<file path="config.mk">
export PLATFORM = sky130hd
export DESIGN_NAME = pc_sequencer_flat
export DESIGN_NICKNAME = d
export VERILOG_FILES = /design/src/rtl/pc_sequencer_if.sv /design/src/rtl/pc_sequencer.sv /design/src/flat_wrapper.sv
export SDC_FILE = /design/constraint.sdc
export NUM_CORES = 1
export LEC_CHECK = 0
export BUFFER_PORTS_ARGS = -buffer_cell sky130_fd_sc_hd__buf_4
export CAP_MARGIN = 20
export CELL_PAD_IN_SITES_DETAIL_PLACEMENT = 1
export CELL_PAD_IN_SITES_GLOBAL_PLACEMENT = 2
export CORE_AREA = 2 2 161 163
export DETAILED_ROUTE_END_ITERATION = 10
export DIE_AREA = 0 0 163 165
export PLACE_DENSITY_LB_ADDON = 0.2
export SYNTH_ARGS = -nofsm -noshare
export SYNTH_HDL_FRONTEND = slang
export SYNTH_SLANG_ARGS = --single-unit
</file>
<file path="constraint.sdc">
create_clock -name clk -period 9.59 [get_ports clk]
set_input_delay 1.918 -clock clk [delete_from_list [all_inputs] [get_ports clk]]
set_output_delay 1.918 -clock clk [all_outputs]
set_load 0.005 [all_outputs]
</file>
<file path="src/rtl/pc_sequencer_if.sv">
// Fetch-control bundle between the core front end (master) and the PC sequencer (slave).
interface pc_sequencer_if #(
    parameter int WIDTH     = 32,
    parameter int IMM_WIDTH = 24
);
    logic                 stall;
    logic                 Branch;
    logic                 branchLink;
    logic                 ret;
    logic [IMM_WIDTH-1:0] branchImmediate;
    logic                 writeEnable;
    logic [WIDTH-1:0]     writeData;
    logic [WIDTH-1:0]     currData;
    logic                 fetchValid;
    logic                 flush;
    logic                 rasOverflow;
    logic                 rasUnderflow;

    modport master (
        output stall, Branch, branchLink, ret, branchImmediate, writeEnable, writeData,
        input  currData, fetchValid, flush, rasOverflow, rasUnderflow
    );

    modport slave (
        input  stall, Branch, branchLink, ret, branchImmediate, writeEnable, writeData,
        output currData, fetchValid, flush, rasOverflow, rasUnderflow
    );
endinterface

</file>
<file path="src/rtl/pc_sequencer.sv">
// Program-counter / fetch sequencer: prioritised next-PC select, return-address stack,
// and a post-redirect flush window that squashes wrong-path fetches.
module pc_sequencer #(
    parameter int               WIDTH        = 32,
    parameter int               IMM_WIDTH    = 24,
    parameter logic [WIDTH-1:0] RESET_VECTOR = '0,
    parameter int               PIPE_BIAS    = 8,
    parameter int               DEPTH        = 4,
    parameter int               FLUSH_CYCLES = 2
) (
    input  logic             clk,
    input  logic             Reset,
    pc_sequencer_if.slave    bus
);
    localparam int PTR_W = $clog2(DEPTH);
    localparam int CNT_W = PTR_W + 1;
    localparam int FC_W  = $clog2(FLUSH_CYCLES + 1);

    typedef enum logic [1:0] {
        ST_BOOT  = 2'd0,
        ST_RUN   = 2'd1,
        ST_FLUSH = 2'd2
    } state_e;

    state_e           state_q, state_d;
    logic [FC_W-1:0]  flush_cnt_q, flush_cnt_d;
    logic [WIDTH-1:0] pc_q, pc_d;
    logic             fetch_valid_q, fetch_valid_d;
    logic             flush_q, flush_d;
    logic [WIDTH-1:0] ras_q [DEPTH];
    logic [WIDTH-1:0] ras_d [DEPTH];
    logic [PTR_W-1:0] ras_ptr_q, ras_ptr_d;
    logic [CNT_W-1:0] ras_cnt_q, ras_cnt_d;
    logic             ovf_q, ovf_d;
    logic             unf_q, unf_d;

    logic             ras_empty_s;
    logic             do_pop_s;
    logic             do_branch_s;
    logic             do_push_s;
    logic             redirect_s;
    logic [WIDTH-1:0] pc_plus4_s;
    logic [WIDTH-1:0] imm_sext_s;
    logic [WIDTH-1:0] target_s;
    logic [PTR_W-1:0] pop_ptr_s;

    // Source arbitration: writeback beats a live pop, which beats a branch.
    always_comb begin
        ras_empty_s = (ras_cnt_q == CNT_W'(0));
        do_pop_s    = bus.ret & ~bus.writeEnable & ~ras_empty_s;
        do_branch_s = bus.Branch & ~bus.writeEnable & ~do_pop_s;
        do_push_s   = do_branch_s & bus.branchLink;
        redirect_s  = bus.writeEnable | do_pop_s | do_branch_s;
        pc_plus4_s  = pc_q + WIDTH'(4);
        imm_sext_s  = {{(WIDTH-IMM_WIDTH){bus.branchImmediate[IMM_WIDTH-1]}}, bus.branchImmediate};
        target_s    = pc_q + WIDTH'(PIPE_BIAS) + (imm_sext_s << 2'd2);
        pop_ptr_s   = ras_ptr_q - PTR_W'(1);
    end

    // Next-PC select.
    always_comb begin
        pc_d = pc_plus4_s;
        if (bus.writeEnable) begin
            pc_d = bus.writeData;
        end else if (do_pop_s) begin
            pc_d = ras_q[pop_ptr_s];
        end else if (do_branch_s) begin
            pc_d = target_s;
        end else if (bus.stall) begin
            pc_d = pc_q;
        end else begin
            pc_d = pc_plus4_s;
        end
    end

    // Return-address stack update; a push when full overwrites the oldest slot.
    always_comb begin
        ras_d     = ras_q;
        ras_ptr_d = ras_ptr_q;
        ras_cnt_d = ras_cnt_q;
        ovf_d     = ovf_q;
        unf_d     = unf_q | (bus.ret & ~bus.writeEnable & ras_empty_s);
        if (do_push_s) begin
            ras_d[ras_ptr_q] = pc_plus4_s;
            ras_ptr_d        = ras_ptr_q + PTR_W'(1);
            if (ras_cnt_q == CNT_W'(DEPTH)) begin
                ovf_d = 1'b1;
            end else begin
                ras_cnt_d = ras_cnt_q + CNT_W'(1);
            end
        end else if (do_pop_s) begin
            ras_ptr_d = pop_ptr_s;
            ras_cnt_d = ras_cnt_q - CNT_W'(1);
        end else begin
            ras_ptr_d = ras_ptr_q;
        end
    end

    // Fetch state machine; the flush counter holds the FLUSH cycles still to come.
    always_comb begin
        state_d     = state_q;
        flush_cnt_d = flush_cnt_q;
        if (redirect_s) begin
            state_d     = ST_FLUSH;
            flush_cnt_d = FC_W'(FLUSH_CYCLES - 1);
        end else begin
            case (state_q)
                ST_BOOT: begin
                    state_d = ST_RUN;
                end
                ST_RUN: begin
                    state_d = ST_RUN;
                end
                ST_FLUSH: begin
                    if (flush_cnt_q == FC_W'(0)) begin
                        state_d = ST_RUN;
                    end else begin
                        flush_cnt_d = flush_cnt_q - FC_W'(1);
                    end
                end
                default: begin
                    state_d     = ST_BOOT;
                    flush_cnt_d = FC_W'(0);
                end
            endcase
        end
        fetch_valid_d = (state_d == ST_RUN);
        flush_d       = (state_d == ST_FLUSH);
    end

    // State registers with synchronous active-low reset.
    always_ff @(posedge clk) begin
        if (!Reset) begin
            state_q       <= ST_BOOT;
            flush_cnt_q   <= FC_W'(0);
            pc_q          <= RESET_VECTOR;
            fetch_valid_q <= 1'b0;
            flush_q       <= 1'b0;
            ras_q         <= '{default: '0};
            ras_ptr_q     <= PTR_W'(0);
            ras_cnt_q     <= CNT_W'(0);
            ovf_q         <= 1'b0;
            unf_q         <= 1'b0;
        end else begin
            state_q       <= state_d;
            flush_cnt_q   <= flush_cnt_d;
            pc_q          <= pc_d;
            fetch_valid_q <= fetch_valid_d;
            flush_q       <= flush_d;
            ras_q         <= ras_d;
            ras_ptr_q     <= ras_ptr_d;
            ras_cnt_q     <= ras_cnt_d;
            ovf_q         <= ovf_d;
            unf_q         <= unf_d;
        end
    end

    assign bus.currData     = pc_q;
    assign bus.fetchValid   = fetch_valid_q;
    assign bus.flush        = flush_q;
    assign bus.rasOverflow  = ovf_q;
    assign bus.rasUnderflow = unf_q;
endmodule

</file>
<file path="src/flat_wrapper.sv">
// flat-port wrapper written by rule: the top's interface ports become plain ports
module pc_sequencer_flat 
#(
    parameter int               WIDTH        = 32,
    parameter int               IMM_WIDTH    = 24,
    parameter logic [WIDTH-1:0] RESET_VECTOR = '0,
    parameter int               PIPE_BIAS    = 8,
    parameter int               DEPTH        = 4,
    parameter int               FLUSH_CYCLES = 2
)
  (clk, Reset, bus_stall, bus_Branch, bus_branchLink, bus_ret, bus_branchImmediate, bus_writeEnable, bus_writeData, bus_currData, bus_fetchValid, bus_flush, bus_rasOverflow, bus_rasUnderflow);
  pc_sequencer_if #(.WIDTH(WIDTH), .IMM_WIDTH(IMM_WIDTH)) bus_i ();
  input  logic clk;
  input  logic Reset;
  input wire logic [$bits(bus_i.stall)-1:0] bus_stall;
  input wire logic [$bits(bus_i.Branch)-1:0] bus_Branch;
  input wire logic [$bits(bus_i.branchLink)-1:0] bus_branchLink;
  input wire logic [$bits(bus_i.ret)-1:0] bus_ret;
  input wire logic [$bits(bus_i.branchImmediate)-1:0] bus_branchImmediate;
  input wire logic [$bits(bus_i.writeEnable)-1:0] bus_writeEnable;
  input wire logic [$bits(bus_i.writeData)-1:0] bus_writeData;
  output wire logic [$bits(bus_i.currData)-1:0] bus_currData;
  output wire logic [$bits(bus_i.fetchValid)-1:0] bus_fetchValid;
  output wire logic [$bits(bus_i.flush)-1:0] bus_flush;
  output wire logic [$bits(bus_i.rasOverflow)-1:0] bus_rasOverflow;
  output wire logic [$bits(bus_i.rasUnderflow)-1:0] bus_rasUnderflow;
  assign bus_i.stall = bus_stall;
  assign bus_i.Branch = bus_Branch;
  assign bus_i.branchLink = bus_branchLink;
  assign bus_i.ret = bus_ret;
  assign bus_i.branchImmediate = bus_branchImmediate;
  assign bus_i.writeEnable = bus_writeEnable;
  assign bus_i.writeData = bus_writeData;
  assign bus_currData = bus_i.currData;
  assign bus_fetchValid = bus_i.fetchValid;
  assign bus_flush = bus_i.flush;
  assign bus_rasOverflow = bus_i.rasOverflow;
  assign bus_rasUnderflow = bus_i.rasUnderflow;
  pc_sequencer #(.WIDTH(WIDTH), .IMM_WIDTH(IMM_WIDTH), .RESET_VECTOR(RESET_VECTOR), .PIPE_BIAS(PIPE_BIAS), .DEPTH(DEPTH), .FLUSH_CYCLES(FLUSH_CYCLES)) u_core (.clk(clk), .Reset(Reset), .bus(bus_i));
endmodule
</file>
-- Word level (Yosys, flattened, before mapping)
Index checks and enable logic that the tools add are counted.
- add/sub/neg operators: 8
- multiply operators: 0
- divide/modulo/power cells: 0
- magnitude comparators: 3
- equal/unequal tests: 10
- shifts and indexed selects: 0
- mux-type cells: 21
- bitwise operators: 16
- reduce and logical (&&, ||, !) cells: 11
- operator list (operator ; number):
    32-bit two-way mux ; 7
    128-bit bitwise mux ; 1
    32-bit binary-select mux with 2-bit select ; 1
    32-bit demux with 2-bit select ; 1
    32-bit by 3-bit adder with 32-bit output (second input constant) ; 1
    32-bit adder ; 1
    32-bit by 4-bit adder with 32-bit output (second input constant) ; 1
    2-bit two-way mux ; 5
    3-bit two-way mux ; 3
    2-bit one-hot mux with 2 select lines ; 2
    2-bit AND reduction ; 4
    1-bit AND ; 6
    3-bit greater-or-equal comparator (second input constant) ; 2
    2-bit NOT with 3-bit output ; 2
    1-bit NOT ; 5
    2-bit by 1-bit equality test with 1-bit output (second input constant) ; 2
    2-bit equality test (second input constant) ; 2
    2-bit logical NOT ; 2
    2-bit != test (second input constant) ; 2
    4-bit by 1-bit != test with 1-bit output (second input constant) ; 1
    2-bit OR reduction ; 2
    2-bit by 1-bit subtractor with 2-bit output (second input constant) ; 2
    3-bit by 1-bit adder with 3-bit output (second input constant) ; 1
    3-bit equality test (second input constant) ; 1
    other kinds (10) ; 12
- register bits after elaboration: 173
- latch bits: 0
- bits in writable memories: 0
- bits in read-only memories: 0
- input bits: 63
- output and inout port bits: 36
- word-level logic and storage cells: 83
- memories: 0

-- Depth between registers and ports, before layout
Gate-level depths: netlist of the first run.
- depth after elaboration: 8
- depth in mapped cells: 13
- depth with buffers taken out: 13

-- Worst setup path after synthesis of the first run
No wires, ideal clock.
- path type: in2reg
- start point: input port bus_branchImmediate[1]
- end point: register u_core.pc_q[21] (netlist: u_core.bus.currData[21])
- library setup time: 134 ps
- data arrival time: 4039 ps
- required time: 9456 ps
- setup slack: 5417 ps
- stages on the path: 13
- buffers on the path: 0
- path through: inv_1 > ha_1 > inv_1 > ha_1 > fa_1 > a21oi_1 > o211ai_1 > nand3_1 > nand2_1 > a21boi_0 > nand4b_1 > o211ai_1 > a211oi_1
- word-level cells in the longest chain between the ends: 4
- ends and longest elaborated chain (element ; RTL line ; RTL):
    start, declared ; flat_wrapper.sv:19 ; input wire logic [$bits(bus_i.branchImmediate)-1:0] bus_branchImmediate;
    32-bit adder ; pc_sequencer.sv:56 ; target_s = pc_q + WIDTH'(PIPE_BIAS) + (imm_sext_s << 2'd2);
    32-bit two-way mux ; pc_sequencer.sv:67 ; end else if (do_branch_s) begin
    32-bit two-way mux ; pc_sequencer.sv:65 ; end else if (do_pop_s) begin
    32-bit two-way mux ; pc_sequencer.sv:63 ; if (bus.writeEnable) begin
    end signal, assigned ; pc_sequencer.sv:147 ; pc_q <= pc_d;
    end, declared ; pc_sequencer.sv:27 ; logic [WIDTH-1:0] pc_q, pc_d;
No other way between the ends.
A chain may end at the register's enable or synchronous reset.

-- Final worst setup path of the first run
- start point: input port bus_writeEnable
- end point: register u_core.ras_q[127] (netlist name)
- word-level cells in the longest chain between the ends: 6
- elaborated cells on any way between the ends: 7
- ends and longest elaborated chain (element ; RTL line ; RTL):
    start, declared ; flat_wrapper.sv:20 ; input wire logic [$bits(bus_i.writeEnable)-1:0] bus_writeEnable;
    1-bit NOT * ; pc_sequencer.sv:50, pc_sequencer.sv:51 ;
    1-bit AND (2 in series) ; pc_sequencer.sv:50 ; do_pop_s = bus.ret & ~bus.writeEnable & ~ras_empty_s;
    1-bit NOT ; pc_sequencer.sv:51 ; do_branch_s = bus.Branch & ~bus.writeEnable & ~do_pop_s;
    1-bit AND * ; pc_sequencer.sv:51 ;
    1-bit AND * ; pc_sequencer.sv:52 ; do_push_s = do_branch_s & bus.branchLink;
    end signal, assigned ; pc_sequencer.sv:150 ; ras_q <= ras_d;
    end, declared ; pc_sequencer.sv:30 ; logic [WIDTH-1:0] ras_q [DEPTH];
Every way passes the cells marked *; elsewhere a longest branch is shown, timed or not.

==> results of run 1 <==
[power by group]
group	internal (mW)	switching [mW]	total (mW)
Combinational	0.253	0.378	0.630
Clock	0.438	0.305	0.743
Sequential	0.766	0.0650	0.831
Total	1.46	0.748	2.20
[placed cells by master (no fill, tap or decap), types with 4 or more instances in the layout]
master	netlist	routed
o32ai_1	5	5
buf_4	2	104
o211ai_1	9	9
nand2b_1	4	4
mux2i_1	4	4
bufinv_16	0	4
a32oi_1	4	4
a21oi_1	82	82
xor2_1	27	27
o221ai_1	4	4
mux4_2	32	32
o22ai_1	7	7
and2_1	6	6
nand2_1	70	70
ha_1	63	63
and3_2	0	4
o21ai_0	36	36
dfxtp_1	173	172
nand4_1	10	10
a21o_1	11	11
o21a_1	6	6
o21bai_1	6	6
clkbuf_16	0	17
a211oi_1	132	132
inv_1	26	26
nor3_1	11	11
nand3_1	31	31
o21ai_1	4	4
nor2_1	177	177
and3_1	18	14
o31ai_1	4	4
a22oi_1	9	9
a31oi_1	5	5
xnor2_1	26	26
[flip-flops by register name (all words and copies together) (netlist names)]
name and cells:
u_core.bus.rasUnderflow 1, u_core.ras_ptr_q 2, u_core.bus.fetchValid 1, u_core.ras_cnt_q 3, u_core.bus.currData 32, u_core.bus.flush 1, u_core.state_q 2, u_core.ras_q 128
u_core.flush_cnt_q 2, u_core.bus.rasOverflow 1
[worst max-delay path, cell delays in order]
cell and delay, ns:
buf_4 0.28, inv_1 0.53, nand2_1 0.27, a21oi_2 0.54, and3_2 0.66, buf_4 0.46, nor2_1 0.09, a211oi_1 0.25
[through the flow]
| stage | utilization (%) | hold slack [ns] |
|---|---|---|
| after floorplan | - | 0.4331 |
| after global placement | 43.09 | 0.4406 |
| after detailed placement | 43.25 | 0.4477 |
| after CTS | 45.73 | 0.4565 |
| after global routing | 45.81 | 0.4766 |
| final | 45.81 | 0.4575 |
[worst min-delay path by stage]
stage / from / to / slack [ns] / depth (start not counted)
2_1_floorplan: u_core.ras_q[64]$_SDFFE_PN0P_ / u_core.ras_q[64]$_SDFFE_PN0P_ / 0.43 / 2
3_3_place_gp: u_core.ras_q[1]$_SDFFE_PN0P_ / u_core.ras_q[1]$_SDFFE_PN0P_ / 0.44 / 2
3_5_place_dp: u_core.ras_q[32]$_SDFFE_PN0P_ / u_core.ras_q[32]$_SDFFE_PN0P_ / 0.45 / 2
4_1_cts: u_core.ras_q[32]$_SDFFE_PN0P_ / u_core.ras_q[32]$_SDFFE_PN0P_ / 0.46 / 2
5_1_grt: u_core.ras_q[35]$_SDFFE_PN0P_ / u_core.ras_q[35]$_SDFFE_PN0P_ / 0.48 / 2
6_report: u_core.ras_q[32]$_SDFFE_PN0P_ / u_core.ras_q[32]$_SDFFE_PN0P_ / 0.46 / 2
[metal layers]
| metal | GRT usage, % | up-vias | part of all wire (%) |
|---|---|---|---|
| met5 | 0 | - | 0 |
| met4 | 7.603 | 0 | 2.2 |
| met3 | 3.139 | 34 | 3.0 |
| met2 | 42.85 | 162 | 50 |
| met1 | 31.46 | 4321 | 45 |
| li1 | - | 4304 | - |
[area by class of cell]
type                       instances  area, µm²
fill                            2958      13570
clock buffer                      18      429.2
clock inverter                    13      190.2
inverter                          28      107.6
tap                              330      412.9
sequential                       173       3465
multi-input combinational        852       6023
timing repair buffer             107      840.8
[kinds of logic (layout without fill, tap and decap cells)]
family | Yosys count | after routing | share of synthesized area [%]
adder cells (fa/ha/maj) | 65 | 65 | 8.330
AO/OA/AOI/OAI | 352 | 352 | 24.13
flip-flops | 173 | 173 | 34.83
multiplexers | 36 | 36 | 7.651
buffers and inverters | 110 | 166 | 4.643
XOR/XNOR | 53 | 53 | 4.668
AND/OR/NAND/NOR | 346 | 346 | 15.74
==> flow_metrics.env, run 1 <==
export IMPL_status="finished, final reports clean"
export IMPL_dp_cells=1489
export IMPL_synth_commonest_cells="177 x nor2_1, 173 x dfxtp_1, 132 x a211oi_1"
export IMPL_clock_root_buffer="clkbuf_16"
export IMPL_final_cell_area_mm2=0.01147
export IMPL_cap_viol_max_count=0
export IMPL_ctsLongestPathBuffers=2
export IMPL_rrSetupSlack_ns=6.02
export IMPL_syn_cell_area_mm2=0.009943
export IMPL_syn2layout_area_growth_pct=15.34
export IMPL_synth_nets=1263
export IMPL_finClkSkew_ns=0.01282
export IMPL_synth_seq_cells=173
export IMPL_min_delay_path_class="reg -> reg"
export IMPL_die_h_um=165
export IMPL_grt_ovfl_total=0
export IMPL_rsz0062_at_grt="no"
export IMPL_worst_slew_pin_slew_ns=1.051
export IMPL_crit_type="in -> reg"
export IMPL_crit_arrival_ns=5.04
export IMPL_clkLatencyLatePin_ns=0.44
export IMPL_grt_usage_pct=24.50
export IMPL_drt_total_wl_mm=31.94
export IMPL_final_nets=1307
export IMPL_endpoint_kind="register"
export IMPL_placed_area_mm2=0.01083
export IMPL_cts_sinks=173
export IMPL_initial_utilization_pct=39.72
export IMPL_h_tree_depth=4
export IMPL_seq_area_frac_synth_pct=34.83
export IMPL_crit_start="bus_writeEnable"
export IMPL_cts_clk_slew_worst_paths_ns=0.07
export IMPL_syn_avg_cell_area_um2=8.761
export IMPL_async_reset_ff_share_pct=0
export IMPL_ioPinCount=99
export IMPL_numPortBuffers=98
export IMPL_r2r_start="u_core.ras_ptr_q[0]$_SDFFE_PN0P_"
export IMPL_cts_buffers=17
export IMPL_num_antenna_cells=0
export IMPL_syn_inst=1135
export IMPL_yosys_warnings=0
export IMPL_grt_antenna_before_repair=0
export IMPL_critPathLaunchType="primary input"
export IMPL_cts_tree="yes"
export IMPL_yosysMostFrequentCell="nor2_1"
export IMPL_synthTopCellsByArea="dfxtp_1 35%, a211oi_1 10%, ha_1 7.9%, mux4_2 7.2%, nor2_1 6.7%"
export IMPL_peakVddDrop_v=0.0001211
export IMPL_fin_ws_ns=4.883
export IMPL_cp_endpoint="u_core.ras_q[127]$_SDFFE_PN0P_"
export IMPL_drt_iter0_drc=536
export IMPL_report_final_slew_viol_count=0
export IMPL_rr_endpoint="u_core.bus.currData[17]$_SDFFE_PN0N_"
export IMPL_cts_resized=0
export IMPL_min_period_over_period_pct=49.08
export IMPL_total_power_mw=2.204
export IMPL_grt_max_degree=95
export IMPL_yosys_cell_types_count=71
export IMPL_period_minus_slack_ns=4.707
export IMPL_slew_limit_headroom_pct=29.94
export IMPL_final_setup_tns_ns=0
export IMPL_place_ws_ns=4.390
export IMPL_layout_drive_gt1_share_pct=15.95
export IMPL_powerDensity_mw_per_mm2=192.2
export IMPL_crit_fanout=49
export IMPL_ys_flop_type="dfxtp_1"
export IMPL_synth_edf_count=0
export IMPL_coreArea_mm2=0.02504
export IMPL_grt_pass1_wl_mm=50.70
export IMPL_die_w_um=163
export IMPL_fmax_ghz=0.2124
export IMPL_place_gp_congestion=0.8401
export IMPL_dr_total_vias=8821
export IMPL_drc=0
export IMPL_post_drt_wl_per_cell_um=21.00
export IMPL_cts_hold_buf=0
export IMPL_dieArea_mm2=0.02690
export IMPL_dr_pass1_iters=5
export IMPL_yosys_area_top_type_share_pct=34.83
export IMPL_hold_violations=0
export IMPL_hpwl_mm=22.89
export IMPL_setup_viol=0
export IMPL_first_global_vias=8894
export IMPL_leakagePower_nw=4.240
export IMPL_rows=58
export IMPL_cts_setup_buffers=0
export IMPL_worstPathRequired_ns=9.93
export IMPL_routed_via_density=5.799
export IMPL_ant_nets=0
export IMPL_synth_largest_area_cell="dfxtp_1"
export IMPL_finalNonFillerCells=1521
export IMPL_r2r_cells=10
No activity file was read; power rests on OpenSTA's default activity.
==> inputs of run 2 (changes only) <==
--- a/config.mk
+++ b/config.mk
@@ -9,9 +9,9 @@
 export CAP_MARGIN = 20
 export CELL_PAD_IN_SITES_DETAIL_PLACEMENT = 1
 export CELL_PAD_IN_SITES_GLOBAL_PLACEMENT = 2
-export CORE_AREA = 2 2 161 163
+export CORE_AREA = 2 2 167 169
 export DETAILED_ROUTE_END_ITERATION = 10
-export DIE_AREA = 0 0 163 165
+export DIE_AREA = 0 0 169 171
 export PLACE_DENSITY_LB_ADDON = 0.2
 export SYNTH_ARGS = -nofsm -noshare
 export SYNTH_HDL_FRONTEND = slang
==> constraint.sdc (replaced) <==
create_clock -name clk -period 4.45 [get_ports clk]
set_input_delay 0.89 -clock clk [delete_from_list [all_inputs] [get_ports clk]]
set_output_delay 0.89 -clock clk [all_outputs]
set_load 0.005 [all_outputs]
==> run 2 against run 1 <==
Net effect:
- sequential power up 120%
- critical path depth increased by 6
- total power grew 110%
- non-clock buffer count up 8
- worst hold slack hardly changed
- clock skew grew 0.0017 ns
- count of clock-buffer cells in the layout unchanged
- largest power group unchanged
- highest routed layer unchanged
==> flow_metrics.env, run 2 (synthesized netlist as in run 1, its figures left out) <==
export IMPL_status="finished, final reports clean"
export IMPL_cts_setup_buffers=0
export IMPL_min_period_over_period_pct=75.36
export IMPL_p_int_mw=3.008
export IMPL_first_global_vias=9084
export IMPL_grt_usage_pct=23.03
export IMPL_cap_viol_max_count=0
export IMPL_wl_met2_mm=16.20
export IMPL_r2r_start="u_core.bus.currData[3]$_SDFFE_PN0N_"
export IMPL_hold_end="u_core.ras_q[97]$_SDFFE_PN0P_"
export IMPL_min_delay_path_depth=2
export IMPL_rr_endpoint="u_core.bus.currData[29]$_SDFFE_PN0N_"
export IMPL_period_minus_slack_ns=3.353
export IMPL_die_w_um=169
export IMPL_cts_tree="yes"
export IMPL_final_setup_tns_ns=0
export IMPL_crit_type="in -> reg"
export IMPL_place_gp_congestion=0.7993
export IMPL_clock_root_buffer="clkbuf_16"
export IMPL_powerDensity_mw_per_mm2=402.5
export IMPL_min_delay_path_class="reg -> reg"
export IMPL_report_final_slew_viol_count=0
export IMPL_top_register="u_core.ras_q"
export IMPL_min_delay_start="u_core.ras_q[97]$_SDFFE_PN0P_"
export IMPL_rrSetupSlack_ns=1.10
export IMPL_crit_arrival_ns=3.67
export IMPL_switching_power_mw=1.638
export IMPL_finClkSkew_ns=0.01452
export IMPL_layout_drive_gt1_share_pct=16.67
export IMPL_grt_antenna_before_repair=0
export IMPL_num_antenna_cells=0
export IMPL_r2r_cells=13
export IMPL_ant_nets=0
export IMPL_largest_reg_flops=128
export IMPL_slew_limit_headroom_pct=50.98
export IMPL_h_tree_depth=4
export IMPL_fin_ws_ns=1.097
export IMPL_worstPathRequired_ns=4.77
export IMPL_cts_hold_buf=0
export IMPL_crit_slowest_cell="fa_1"
export IMPL_placed_area_mm2=0.01097
export IMPL_hpwl_mm=23.33
export IMPL_p_clk_share_pct=31.9
export IMPL_path_buf_inv=3
export IMPL_numPortBuffers=98
export IMPL_leakagePower_nw=4.252
export IMPL_fmax_ghz=0.2982
export IMPL_cts_buffers=17
export IMPL_critPathTopFamily="compound AO/OA/AOI/OAI gates"
export IMPL_cts_resized=0
export IMPL_final_cell_mix="177 x nor2_1, 172 x dfxtp_1, 132 x a211oi_1, 109 x buf_4, 82 x a21oi_1"
export IMPL_die_h_um=171
export IMPL_grt_ovfl_total=0
export IMPL_drt_iter0_drc=473
export IMPL_ioPinCount=99
export IMPL_critPathMaxStageDelay_ns=0.41
export IMPL_p_sw_share_pct=35.25
export IMPL_dr_total_vias=8798
export IMPL_cts_sinks=173
export IMPL_layout_cells_most_common="nor2_1"
export IMPL_p_seq_share_pct=38.4
export IMPL_ctsLongestPathBuffers=2
export IMPL_wl_met3_um=877
export IMPL_hold_violations=0
export IMPL_dieArea_mm2=0.02890
export IMPL_worst_slew_pin_slew_ns=0.7353
export IMPL_total_power_mw=4.646
export IMPL_crit_fanout=4
export IMPL_rows=61
export IMPL_syn2layout_area_growth_pct=16.08
export IMPL_post_drt_wl_per_cell_um=21.09
export IMPL_grt_pass1_wl_mm=51.83
export IMPL_final_cell_area_mm2=0.01154
export IMPL_critPathLaunchType="primary input"
export IMPL_dr_pass1_iters=5
export IMPL_clkLatencyLatePin_ns=0.44
export IMPL_drc=0
export IMPL_grt_max_degree=113
export IMPL_route_layer_met1_wl_mm=14.81
export IMPL_rsz0062_at_grt="no"
export IMPL_peakVddDrop_v=0.0002722
export IMPL_worstPathCellList="buf_4 > inv_1 > ha_1 > inv_1 > ha_1 > fa_1 > a21oi_1 > o211ai_1 > nand3_1 > nand2_1 > a21oi_1 > o21ai_0 > mux2i_1 > nand3_1"
export IMPL_place_ws_ns=0.6886
export IMPL_coreArea_mm2=0.02732
export IMPL_finalNonFillerCells=1546
export IMPL_initial_utilization_pct=36.39
export IMPL_setup_viol=0
export IMPL_highest_layer="met4"
export IMPL_drt_total_wl_mm=32.60
export IMPL_dp_cells=1514
export IMPL_combPwrFrac_pct=29.7
export IMPL_endpoint_kind="register"
export IMPL_routed_via_density=5.691
export IMPL_final_nets=1315
export IMPL_cts_clk_slew_worst_paths_ns=0.07
## run 2: cell count changes in the layout (fill, tap and decap cells not counted), sizes merged
cell	before	now
clkinv	7	5
inv	30	31
bufinv	4	1
buf	107	115
clkinvlp	0	5
## run 2: cell type report
cell class	count	area, µm²
fillers	3203	15780
well taps	346	432.9
clock inverters	14	136.4
inverters	28	107.6
flip-flops and latches	173	3465
multi-input cells	852	6023
clock buffers	18	439.2
repair buffers	115	938.4
## run 2: worst max path at each step
| stage | startpoint | to | slack [ns] | cells after the start |
|---|---|---|---|---|
| global placement | bus_branchImmediate[1] | u_core.bus.currData[29]$_SDFFE_PN0N_ | 0.77 | 14 |
| finish | bus_branchImmediate[1] | u_core.bus.currData[29]$_SDFFE_PN0N_ | 1.10 | 14 |
| detailed placement | bus_branchImmediate[1] | u_core.bus.currData[29]$_SDFFE_PN0N_ | 0.69 | 14 |
| floorplan | bus_branchImmediate[1] | u_core.bus.currData[21]$_SDFFE_PN0N_ | 1.30 | 13 |
| CTS | bus_branchImmediate[1] | u_core.bus.currData[29]$_SDFFE_PN0N_ | 1.14 | 14 |
| global route | u_core.bus.currData[3]$_SDFFE_PN0N_ | u_core.bus.currData[29]$_SDFFE_PN0N_ | 0.92 | 13 |
## run 2: power groups by stage
| stage | logic (mW) | registers, mW | clock network [mW] |
|---|---|---|---|
| floorplan | 0.927 | 1.78 | 0 |
| global placement | 1.37 | 1.82 | 0 |
| detailed placement | 1.39 | 1.82 | 0 |
| CTS | 1.40 | 1.78 | 1.51 |
| global route | 1.52 | 1.80 | 1.59 |
| finish | 1.38 | 1.79 | 1.48 |
## run 2: tightest hold or removal path, stage by stage (launching register included)
cell     delay (ns)
dfxtp_1        0.31
nand2_1        0.05
a21oi_1        0.05
## run 2: metrics by stage
step                util (%)  hold slack (ns)
floorplan                  -           0.4331
global placement       40.14           0.4417
detailed placement     40.14           0.4500
CTS                    42.24           0.4597
global route           42.24           0.4844
finish                 42.24           0.4575
## run 2: layer usage
metal	up-vias	GRT usage [%]
li1	4310	-
met1	4314	29.28
met2	141	40.79
met3	33	3.077
met4	0	6.689
met5	-	0
==> inputs of run 3 (changes only) <==
--- a/config.mk
+++ b/config.mk
@@ -9,9 +9,9 @@
 export CAP_MARGIN = 20
 export CELL_PAD_IN_SITES_DETAIL_PLACEMENT = 1
 export CELL_PAD_IN_SITES_GLOBAL_PLACEMENT = 2
-export CORE_AREA = 2 2 167 169
+export CORE_AREA = 2 2 177 179
 export DETAILED_ROUTE_END_ITERATION = 10
-export DIE_AREA = 0 0 169 171
+export DIE_AREA = 0 0 179 181
 export PLACE_DENSITY_LB_ADDON = 0.2
 export SYNTH_ARGS = -nofsm -noshare
 export SYNTH_HDL_FRONTEND = slang
==> constraint.sdc (replaced) <==
create_clock -name clk -period 2.8 [get_ports clk]
set_input_delay 0.56 -clock clk [delete_from_list [all_inputs] [get_ports clk]]
set_output_delay 0.56 -clock clk [all_outputs]
set_load 0.005 [all_outputs]
==> run 3 against run 2 <==
Net effect:
- via count rose by 4.2%
- sequential cell count did not move
- global-route usage fell by 1.4 points
- critical endpoint is now u_core.bus.currData[31]$_SDFFE_PN0N_
- combinational power rose by 95%
- die area rose by 12%
- non-clock buffer count rose by 109
- register-to-register slack got worse by 0.94 ns
- setup slack got worse by 0.94 ns
- sequential power rose by 54%
- clock power rose by 57%
- cell count rose by 10%
==> flow_metrics.env, run 3 (synthesized netlist as in run 1, its figures left out) <==
export IMPL_status="finished, final reports clean"
export IMPL_clock_root_buffer="clkbuf_16"
export IMPL_grt_max_degree=138
export IMPL_dr_pass1_iters=5
export IMPL_ant_nets=0
export IMPL_cts_buffers=17
export IMPL_min_delay_path_depth=3
export IMPL_routed_via_density=5.388
export IMPL_grt_ovfl_total=0
export IMPL_num_antenna_cells=0
export IMPL_fillers=3560
export IMPL_place_ws_ns=-0.4213
export IMPL_rr_endpoint="u_core.bus.currData[31]$_SDFFE_PN0N_"
export IMPL_grt_pass1_wl_mm=54.26
export IMPL_clkLatencyLatePin_ns=0.43
export IMPL_min_delay_path_class="in -> reg"
export IMPL_dr_total_vias=9170
export IMPL_min_period_over_period_pct=94.29
export IMPL_drt_iter0_drc=422
export IMPL_finClkSkew_ns=0.01753
export IMPL_setup_viol=0
export IMPL_initial_utilization_pct=32.76
export IMPL_final_cell_area_mm2=0.01250
export IMPL_hpwl_mm=25.35
export IMPL_r2r_cells=14
export IMPL_layout_drive_gt1_share_pct=24.35
export IMPL_report_final_slew_viol_count=0
export IMPL_grt_antenna_before_repair=0
export IMPL_first_global_vias=9480
export IMPL_syn2layout_area_growth_pct=25.76
export IMPL_period_minus_slack_ns=2.640
export IMPL_critPathTopFamily="adder cells"
export IMPL_ff_latch_area_mm2=0.003466
export IMPL_top_register="u_core.ras_q"
export IMPL_dieArea_mm2=0.03240
export IMPL_hold_violations=0
export IMPL_endpoint_kind="register"
export IMPL_fin_ws_ns=0.1598
export IMPL_crit_arrival_ns=2.96
export IMPL_coreArea_mm2=0.03035
export IMPL_hold_end="u_core.bus.currData[15]$_SDFFE_PN0N_"
export IMPL_post_drt_wl_per_cell_um=20.35
export IMPL_die_h_um=181
export IMPL_worst_slew_pin_slew_ns=0.7669
export IMPL_final_nets=1424
export IMPL_final_setup_tns_ns=0
export IMPL_cts_setup_buffers=0
export IMPL_layout_cells_most_common="buf_4"
export IMPL_worstPathRequired_ns=3.12
export IMPL_cts_tree="yes"
export IMPL_numPortBuffers=98
export IMPL_peakVddDrop_v=0.0004731
export IMPL_fmax_ghz=0.3788
export IMPL_path_buf_inv=3
export IMPL_critPathLaunchType="register"
export IMPL_ioPinCount=99
export IMPL_grt_usage_pct=21.64
export IMPL_final_cell_mix="216 x buf_4, 176 x nor2_1, 171 x dfxtp_1, 132 x a211oi_1, 77 x a21oi_1"
export IMPL_rsz0062_at_grt="yes"
export IMPL_die_w_um=179
export IMPL_h_tree_depth=4
export IMPL_leakagePower_nw=4.793
export IMPL_cts_clk_slew_worst_paths_ns=0.07
export IMPL_cts_sinks=173
export IMPL_place_gp_congestion=0.8040
export IMPL_crit_slowest_cell="dfxtp_2"
export IMPL_drc=0
export IMPL_worstPathCellList="inv_1 > ha_1 > inv_1 > ha_2 > fa_2 > a21oi_4 > o211ai_1 > nand3_2 > nand2_4 > a21oi_2 > buf_4 > o211ai_1 > mux2i_1 > o21ai_1"
export IMPL_r2r_start="u_core.bus.currData[3]$_SDFFE_PN0N_"
export IMPL_placed_area_mm2=0.01187
export IMPL_critPathMaxStageDelay_ns=0.33
export IMPL_crit_fanout=4
export IMPL_slew_limit_headroom_pct=48.68
export IMPL_crit_type="reg -> reg"
export IMPL_powerDensity_mw_per_mm2=620.5
export IMPL_rows=64
export IMPL_rrSetupSlack_ns=0.16
export IMPL_cts_hold_buf=0
export IMPL_multi_input_area_mm2=0.006107
export IMPL_cap_viol_max_count=0
export IMPL_ctsLongestPathBuffers=2
export IMPL_min_delay_start="bus_writeData[15]"
export IMPL_drt_total_wl_mm=34.64
export IMPL_largest_reg_flops=128
## run 3: worst min-delay path: stages
cell and delay (ns):
buf_4 0.09, nand3_1 0.07, nand3_1 0.08
## run 3: power by group
group / internal (mW) / leakage, nW / switching, mW
Combinational: 1.20 / 3.13 / 1.49
Sequential: 2.62 / 1.41 / 0.129
Clock: 1.33 / 0.260 / 0.993
## run 3: layout make-up
cell class / count / area share, %
multi-input cells: 852 / 48.84
flip-flops and latches: 173 / 27.72
repair buffers: 224 / 14.25
well taps: 396 / 3.962
clock buffers: 23 / 3.662
inverters: 28 / 0.8605
clock inverters: 6 / 0.7104
## run 3: how the worst max path moves through the flow
stage,to,depth (start not counted),from
after floorplan,u_core.bus.currData[30]$_SDFFE_PN0N_,9,bus_branchImmediate[7]
after global placement,u_core.bus.currData[27]$_SDFFE_PN0N_,15,bus_branchImmediate[1]
after detailed placement,u_core.bus.currData[27]$_SDFFE_PN0N_,15,bus_branchImmediate[1]
after CTS,u_core.bus.currData[27]$_SDFFE_PN0N_,14,u_core.bus.currData[3]$_SDFFE_PN0N_
after global routing,u_core.bus.currData[31]$_SDFFE_PN0N_,14,u_core.bus.currData[3]$_SDFFE_PN0N_
final,u_core.bus.currData[31]$_SDFFE_PN0N_,14,u_core.bus.currData[3]$_SDFFE_PN0N_
## run 3: timing repair
action	CTS	global route
setup endpoints to repair	9	15
resized for setup	3	20
pin swaps	1	8
endpoints found under the hold margin	0	0
cloned	0	0
## run 3: routing by layer
metal / vias up / global-route usage (%) / part of all wire [%]
met1: 4516 / 27.28 / 44
met4: 0 / 4.846 / 1.1
met3: 21 / 2.694 / 2.7
li1: 4513 / - / -
met5: - / 0 / 0
met2: 120 / 38.92 / 52
## run 3: per-stage QoR
step | instances | utilization (%) | total power [mW] | hold WS (ns)
4_1_cts | 1702 | 40.96 | 7.819 | 0.3687
5_1_grt | 1702 | 41.20 | 8.227 | 0.3757
6_report | 1702 | 41.20 | 7.759 | 0.3931
3_5_place_dp | 1673 | 39.12 | 5.468 | 0.4477
3_3_place_gp | 1673 | 39.12 | 5.433 | 0.4413
2_1_floorplan | 1135 | - | 4.302 | 0.4331
